File: src/rtl/riscv_dbg_pkg.sv
// Shared debug-path constants for the RISC-V top: dump-reader state codes and
// the data-memory access constants it drives.
package riscv_dbg_pkg;

    localparam logic [2:0] ST_IDLE    = 3'd0;
    localparam logic [2:0] ST_SETTLE  = 3'd1;
    localparam logic [2:0] ST_CAPTURE = 3'd2;
    localparam logic [2:0] ST_PRESENT = 3'd3;
    localparam logic [2:0] ST_FINISH  = 3'd4;

    localparam logic [2:0]  FUNCT3_LW  = 3'b010;
    localparam logic [31:0] WORD_BYTES = 32'd4;

endpackage

File: src/rtl/dmem_dump_reader.sv
// Data-memory read-back engine: holds the CPU, walks a word range through the
// external address port and streams {address, word} beats on valid/ready.
module dmem_dump_reader
    import riscv_dbg_pkg::*;
#(
    parameter int CNT_W         = 16,
    parameter int SETTLE_CYCLES = 2
) (
    input  logic             clk,
    input  logic             reset,
    input  logic             start,
    input  logic [31:0]      base_addr,
    input  logic [CNT_W-1:0] word_count,
    output logic             cpu_hold,
    output logic [31:0]      mem_addr,
    output logic [2:0]       mem_funct3,
    input  logic [31:0]      mem_rdata,
    output logic             out_valid,
    input  logic             out_ready,
    output logic [31:0]      out_addr,
    output logic [31:0]      out_data,
    output logic             busy,
    output logic             done,
    output logic             err
);

    localparam int SET_W = (SETTLE_CYCLES > 1) ? $clog2(SETTLE_CYCLES) : 1;

    logic [2:0]       r_state;
    logic [SET_W-1:0] r_settle;
    logic [CNT_W-1:0] r_rem;
    logic [31:0]      r_mem_addr;
    logic [31:0]      r_out_addr;
    logic [31:0]      r_out_data;
    logic             r_out_valid;
    logic             r_cpu_hold;
    logic             r_done;
    logic             r_err;

    always_ff @(posedge clk) begin
        if (reset) begin
            r_state     <= ST_IDLE;
            r_settle    <= '0;
            r_rem       <= '0;
            r_mem_addr  <= '0;
            r_out_addr  <= '0;
            r_out_data  <= '0;
            r_out_valid <= 1'b0;
            r_cpu_hold  <= 1'b0;
            r_done      <= 1'b0;
            r_err       <= 1'b0;
        end else begin
            r_done <= 1'b0;
            r_err  <= 1'b0;
            case (r_state)
                ST_IDLE: begin
                    // Misalignment wins over a zero count, so err and done stay exclusive.
                    if (start) begin
                        if (base_addr[1:0] != 2'b00) begin
                            r_err <= 1'b1;
                        end else if (word_count == '0) begin
                            r_done <= 1'b1;
                        end else begin
                            r_mem_addr <= base_addr;
                            r_rem      <= word_count;
                            r_cpu_hold <= 1'b1;
                            r_settle   <= SET_W'(SETTLE_CYCLES - 1);
                            r_state    <= ST_SETTLE;
                        end
                    end
                end
                ST_SETTLE: begin
                    if (r_settle == '0) begin
                        r_state <= ST_CAPTURE;
                    end else begin
                        r_settle <= r_settle - 1'b1;
                    end
                end
                ST_CAPTURE: begin
                    r_out_data  <= mem_rdata;
                    r_out_addr  <= r_mem_addr;
                    r_out_valid <= 1'b1;
                    r_state     <= ST_PRESENT;
                end
                ST_PRESENT: begin
                    if (out_ready) begin
                        r_out_valid <= 1'b0;
                        if (r_rem == CNT_W'(1)) begin
                            r_done  <= 1'b1;
                            r_state <= ST_FINISH;
                        end else begin
                            r_mem_addr <= r_mem_addr + WORD_BYTES;
                            r_rem      <= r_rem - 1'b1;
                            r_state    <= ST_CAPTURE;
                        end
                    end
                end
                ST_FINISH: begin
                    r_cpu_hold <= 1'b0;
                    r_state    <= ST_IDLE;
                end
                default: begin
                    r_state <= ST_IDLE;
                end
            endcase
        end
    end

    assign cpu_hold   = r_cpu_hold;
    assign mem_addr   = r_mem_addr;
    assign mem_funct3 = FUNCT3_LW;
    assign out_valid  = r_out_valid;
    assign out_addr   = r_out_addr;
    assign out_data   = r_out_data;
    assign busy       = (r_state != ST_IDLE);
    assign done       = r_done;
    assign err        = r_err;

endmodule

File: config.mk
export PLATFORM = sky130hd
export DESIGN_NAME = dmem_dump_reader
export DESIGN_NICKNAME = d
export VERILOG_FILES = /design/src/rtl/riscv_dbg_pkg.sv /design/src/rtl/dmem_dump_reader.sv
export SDC_FILE = /design/constraint.sdc
export NUM_CORES = 1
export LEC_CHECK = 0
export CAP_MARGIN = 30
export CORE_ASPECT_RATIO = 0.75
export CORE_MARGIN = 2
export CORE_UTILIZATION = 63
export DETAILED_ROUTE_END_ITERATION = 6
export DONT_BUFFER_PORTS = 1
export PLACE_DENSITY = 0.87
export SLEW_MARGIN = 10
export SYNTH_ARGS = -nofsm -noshare
export SYNTH_HDL_FRONTEND = slang
export SYNTH_SLANG_ARGS = --single-unit
File: constraint.sdc
create_clock -name clk -period 3.25 [get_ports clk]
set_clock_uncertainty 0.15 [all_clocks]
set_input_delay 0.4875 -clock clk [delete_from_list [all_inputs] [get_ports clk]]
set_output_delay 0.4875 -clock clk [all_outputs]
set_load 0.02 [all_outputs]
Word level (Yosys, flattened, before mapping) --
Index checks and enable logic that the tools add are counted.
Word-level totals: register bits after elaboration 120, input port bits 84, output and inout bits 104, word-level logic and storage cells 74
Operators by class: add/subtract/negate cells 3, equality and inequality tests 11, muxes and demuxes 34, bitwise gates (word level) 2, reductions and logical operators 14
Operators with widths (count):
- $mux 32 | 5
- $mux 16 | 5
- $pmux 32 s2 | 1
- $add 32x3->32 const B | 1
- $pmux 16 s2 | 1
- $mux 3 | 6
- $eq 16x1->1 const B | 1
- $logic_not 16->1 | 1
- $sub 16x1->16 const B | 1
- $ne 2x2->1 const B | 6
- $pmux 3 s4 | 1
- $mux 1 | 11
- $reduce_bool 2->1 | 5
- $pmux 1 s2 | 4
- $reduce_and 4->1 | 2
- $eq 3x2->1 const B | 2
- $reduce_and 6->1 | 1
- $reduce_and 5->1 | 1
- $eq 3x1->1 const B | 1
- $eq 3x3->1 const B | 1
- $logic_not 3->1 | 1
- $reduce_bool 3->1 | 1
- $reduce_or 3->1 | 1
- $not 1->1 | 2
- other kinds (2) | 2

Longest topological paths before layout --
depth after elaboration 5, depth in mapped cells 8, gate-level depth less buffers 6

Worst setup path before layout --
OpenSTA, ideal clock, no wires.
path kind flip-flop to flip-flop, start reg r_rem[7], end reg r_mem_addr[10], in the netlist mem_addr[10], setup time 0.119 ns, data arrival time 2.241 ns, required time 2.981 ns, setup slack 0.740 ns, stages on the path, launching flop included 8, buffers on the path 2, clock period less this slack 2.510 ns, path through dfxtp_1 or4_4 or4_1 buf_2 o31ai_4 buf_6 nor3_1 o221a_1
Between the ends: word-level cells in the longest chain between the ends 3
RTL lines:
- start, declared | RTL line dmem_dump_reader.sv:31 | logic [CNT_W-1:0] r_rem;
- start signal, assigned | RTL line dmem_dump_reader.sv:65 | r_rem <= word_count;
- start signal, assigned | RTL line dmem_dump_reader.sv:93 | r_rem <= r_rem - 1'b1;
- $eq 16x1->1 | RTL line dmem_dump_reader.sv:88 | if (r_rem == CNT_W'(1)) begin
- $ne 2x2->1 (no line)
- $reduce_and 6->1 (no line)
- end signal, assigned | RTL line dmem_dump_reader.sv:64 | r_mem_addr <= base_addr;
- end signal, assigned | RTL line dmem_dump_reader.sv:92 | r_mem_addr <= r_mem_addr + WORD_BYTES;
- end, declared | RTL line dmem_dump_reader.sv:32 | logic [31:0] r_mem_addr;
No other way between the ends. A chain may end at the register's enable or synchronous reset.

Worst setup path after layout --
start reg r_rem[7], end reg r_mem_addr[2], in the netlist mem_addr[2]
Same word-level chain as after synthesis.

==> impl_metrics.json <==
{
  "finalCritPeriodShare": 0.860,
  "dieArea_mm2": 0.00987,
  "crit_fanout": 42,
  "max-vdd-ir-drop_mv": 0.449,
  "drcViolationCount": 0,
  "fillers": 699,
  "gp_congestion": 0.909,
  "clkTransAtPathRegs_ns": 0.05,
  "avgViaCountPerCell": 6.92,
  "wire_per_inst_um": 20.5,
  "hold_class": "in2reg",
  "drive_above_1_share": 0.0848,
  "cts_buffer_depth": 2,
  "ys.flop_type": "dfxtp_1",
  "rsz0062_at_grt": "false",
  "io_pins": 188,
  "dp_hpwl_mm": 10.7,
  "powerDensity_mw_per_mm2": 697,
  "grt-ovfl-total": 0,
  "post_synth_instance_area_mm2": 0.00572,
  "worstMarginPinSlew_ns": 0.809,
  "mostFrequentLayoutCells": "nand2_1, dfxtp_1, a21oi_1",
  "synth_edf_count": 0,
  "ys_warn_count": 0,
  "hold_ws_ns": 0.0181,
  "maxCapViolCount": 0,
  "critical_path_class": "reg2reg",
  "routed_wl_mm": 17.3,
  "fin_crit_ns": 2.80,
  "initial_utilization": 0.641,
  "clock_latency_ns": 0.41,
  "syn_avg_cell_area_um2": 7.72,
  "nNetsFinal": 806,
  "coreArea_mm2": 0.00893,
  "antenna_found_initial": 0,
  "grt_util_all_layers": 0.332,
  "setup_viol": 0,
  "fmax_ghz": 0.358,
  "dr.first_iter.drc_count": 816,
  "ant_nets": 0,
  "register_area_mm2": 0.00240,
  "min_path_cells": 1,
  "synth-seq-cells": 120,
  "cts_sinks": 120,
  "maxSlewViolCount": 0,
  "slowest_delay_ns": 0.58,
  "die_width_um": 114,
  "cp.arrival_ns": 2.95,
  "cts_resized": 0,
  "crit_path_cell_trace": "or4_4 -> or4_1 -> o31ai_4 -> buf_12 -> nor2_2 -> a311oi_1",
  "rows": 30,
  "place_ws_ns": 0.527,
  "fin_ws_ns": 0.454,
  "root_buffer": "clkbuf_16",
  "grt_max_degree": 67,
  "status": "finished clean",
  "grt_pass1_wl_mm": 26.4,
  "cp_slowest_cell": "or4_1",
  "dr.pass1.iters": 6,
  "layout_commonest_cell": "nand2_1",
  "io_buffers": 0,
  "dpl_cell_area_mm2": 0.00577,
  "grt_pass1_vias": 5310,
  "final_cell_area_mm2": 0.00640,
  "yosysSeqAreaShare": 0.420,
  "cts_buffers": 17,
  "die_h_um": 86.5,
  "postSynthCellCount": 741,
  "synthToLayoutAreaGrowth_pct": 11.8,
  "cts-htree-levels": 4,
  "critical_path_required_ns": 3.40,
  "multi_input_area_mm2": 0.00303,
  "critPathLaunchType": "flop",
  "power_leakage_uw": 0.00222,
  "fin_setup_tns_ns": 0,
  "max-slew-margin-rel": 0.459,
  "vias": 5834,
  "synthArstFlopShare": 0,
  "synth_cell_types": 57,
  "hold_violations": 0,
  "diodes": 0,
  "r2r_cells": 6,
  "critPathCaptureType": "flop",
  "tritoncts": "built"
}
[flip-flops by register name (all words and copies together), names as in the netlist]
| signal | cells |
|---|---|
| err | 1 |
| out_valid | 1 |
| done | 1 |
| r_settle | 1 |
| out_addr | 32 |
| cpu_hold | 1 |
| out_data | 32 |
| mem_addr | 32 |
| r_state | 3 |
| r_rem | 16 |
[final cells by class]
class,instances,share of cell area
Tap cell,112,0.0219
Inverter,9,0.00528
Sequential cell,120,0.375
Multi-Input combinational cell,545,0.473
Timing Repair Buffer,26,0.0387
Clock buffer,23,0.0747
Clock inverter,8,0.0113
[worst paths after layout]
kind / start / slack, ns / endpoint
setup / recovery: r_rem[7] / 0.45 / mem_addr[2]
hold / removal: reset / 0.02 / out_addr[10]
setup reg to reg: r_rem[7] / 0.45 / mem_addr[2]
hold reg to reg: r_rem[15] / 0.33 / r_rem[15]
[layer usage]
| metal | global-route usage | share of wire | vias to the layer above |
|---|---|---|---|
| met5 | 0 | 0 | - |
| met4 | 0.132 | 0.026 | 0 |
| li1 | - | - | 2657 |
| met1 | 0.436 | 0.39 | 2744 |
| met3 | 0.0930 | 0.12 | 50 |
| met2 | 0.523 | 0.46 | 383 |
[cell families (layout without fill, tap and decap cells)]
group	Yosys count	in the layout	synth area share
buf+inv	77	66	0.0571
fa+ha+maj	3	3	0.00656
compound gates	230	230	0.272
simple gates	309	309	0.243
flops	120	120	0.420
other cells	2	3	0.00131
[what timing repair did]
action | 4_1_cts | 5_1_grt
hold buffers | 3 | 4
endpoints found under the hold margin | 35 | 3
setup buffers | 0 | 0
[power breakdown]
group	total (uW)	leakage (uW)	switching (uW)	internal [uW]
clock	1730	0.000265	633	1100
sequential	1900	0.000976	283	1610
combinational	834	0.000977	552	282
[synth_stat cells (4+ instances only)]
library cell,n,area share
a211oi_1,14,0.018
a21oi_1,98,0.086
a22oi_1,6,0.0079
a31oi_1,11,0.012
and2_1,7,0.0077
and3_1,10,0.011
buf_1,4,0.0026
buf_2,6,0.0052
buf_4,4,0.0052
clkbuf_1,52,0.034
dfxtp_1,120,0.42
inv_1,9,0.0059
nand2_1,172,0.11
nand3_1,16,0.014
nand4_1,16,0.017
nor2_1,41,0.027
nor3_1,19,0.017
nor4_1,7,0.0077
o21ai_0,7,0.0061
o311ai_0,19,0.029
o31a_1,10,0.015
o31ai_1,26,0.034
o32ai_1,9,0.014
[worst max-delay path: cells and delay by family (launching register included)]
kind	cells	cell delay, ns
buffers and inverters	1	0.25
AOI/OAI and AO/OA	2	0.67
DFF	1	0.34
and+or+nand+nor	3	1.27
[through the flow]
stage                     std cells   util  total power, uW
after floorplan                 742      -             2490
after global placement          805  0.646             2660
after detailed placement        805  0.646             2700
after CTS                       839  0.712             4430
after global routing            843  0.716             4630
final                           843  0.716             4460
Power figures use the tool's default switching activity.
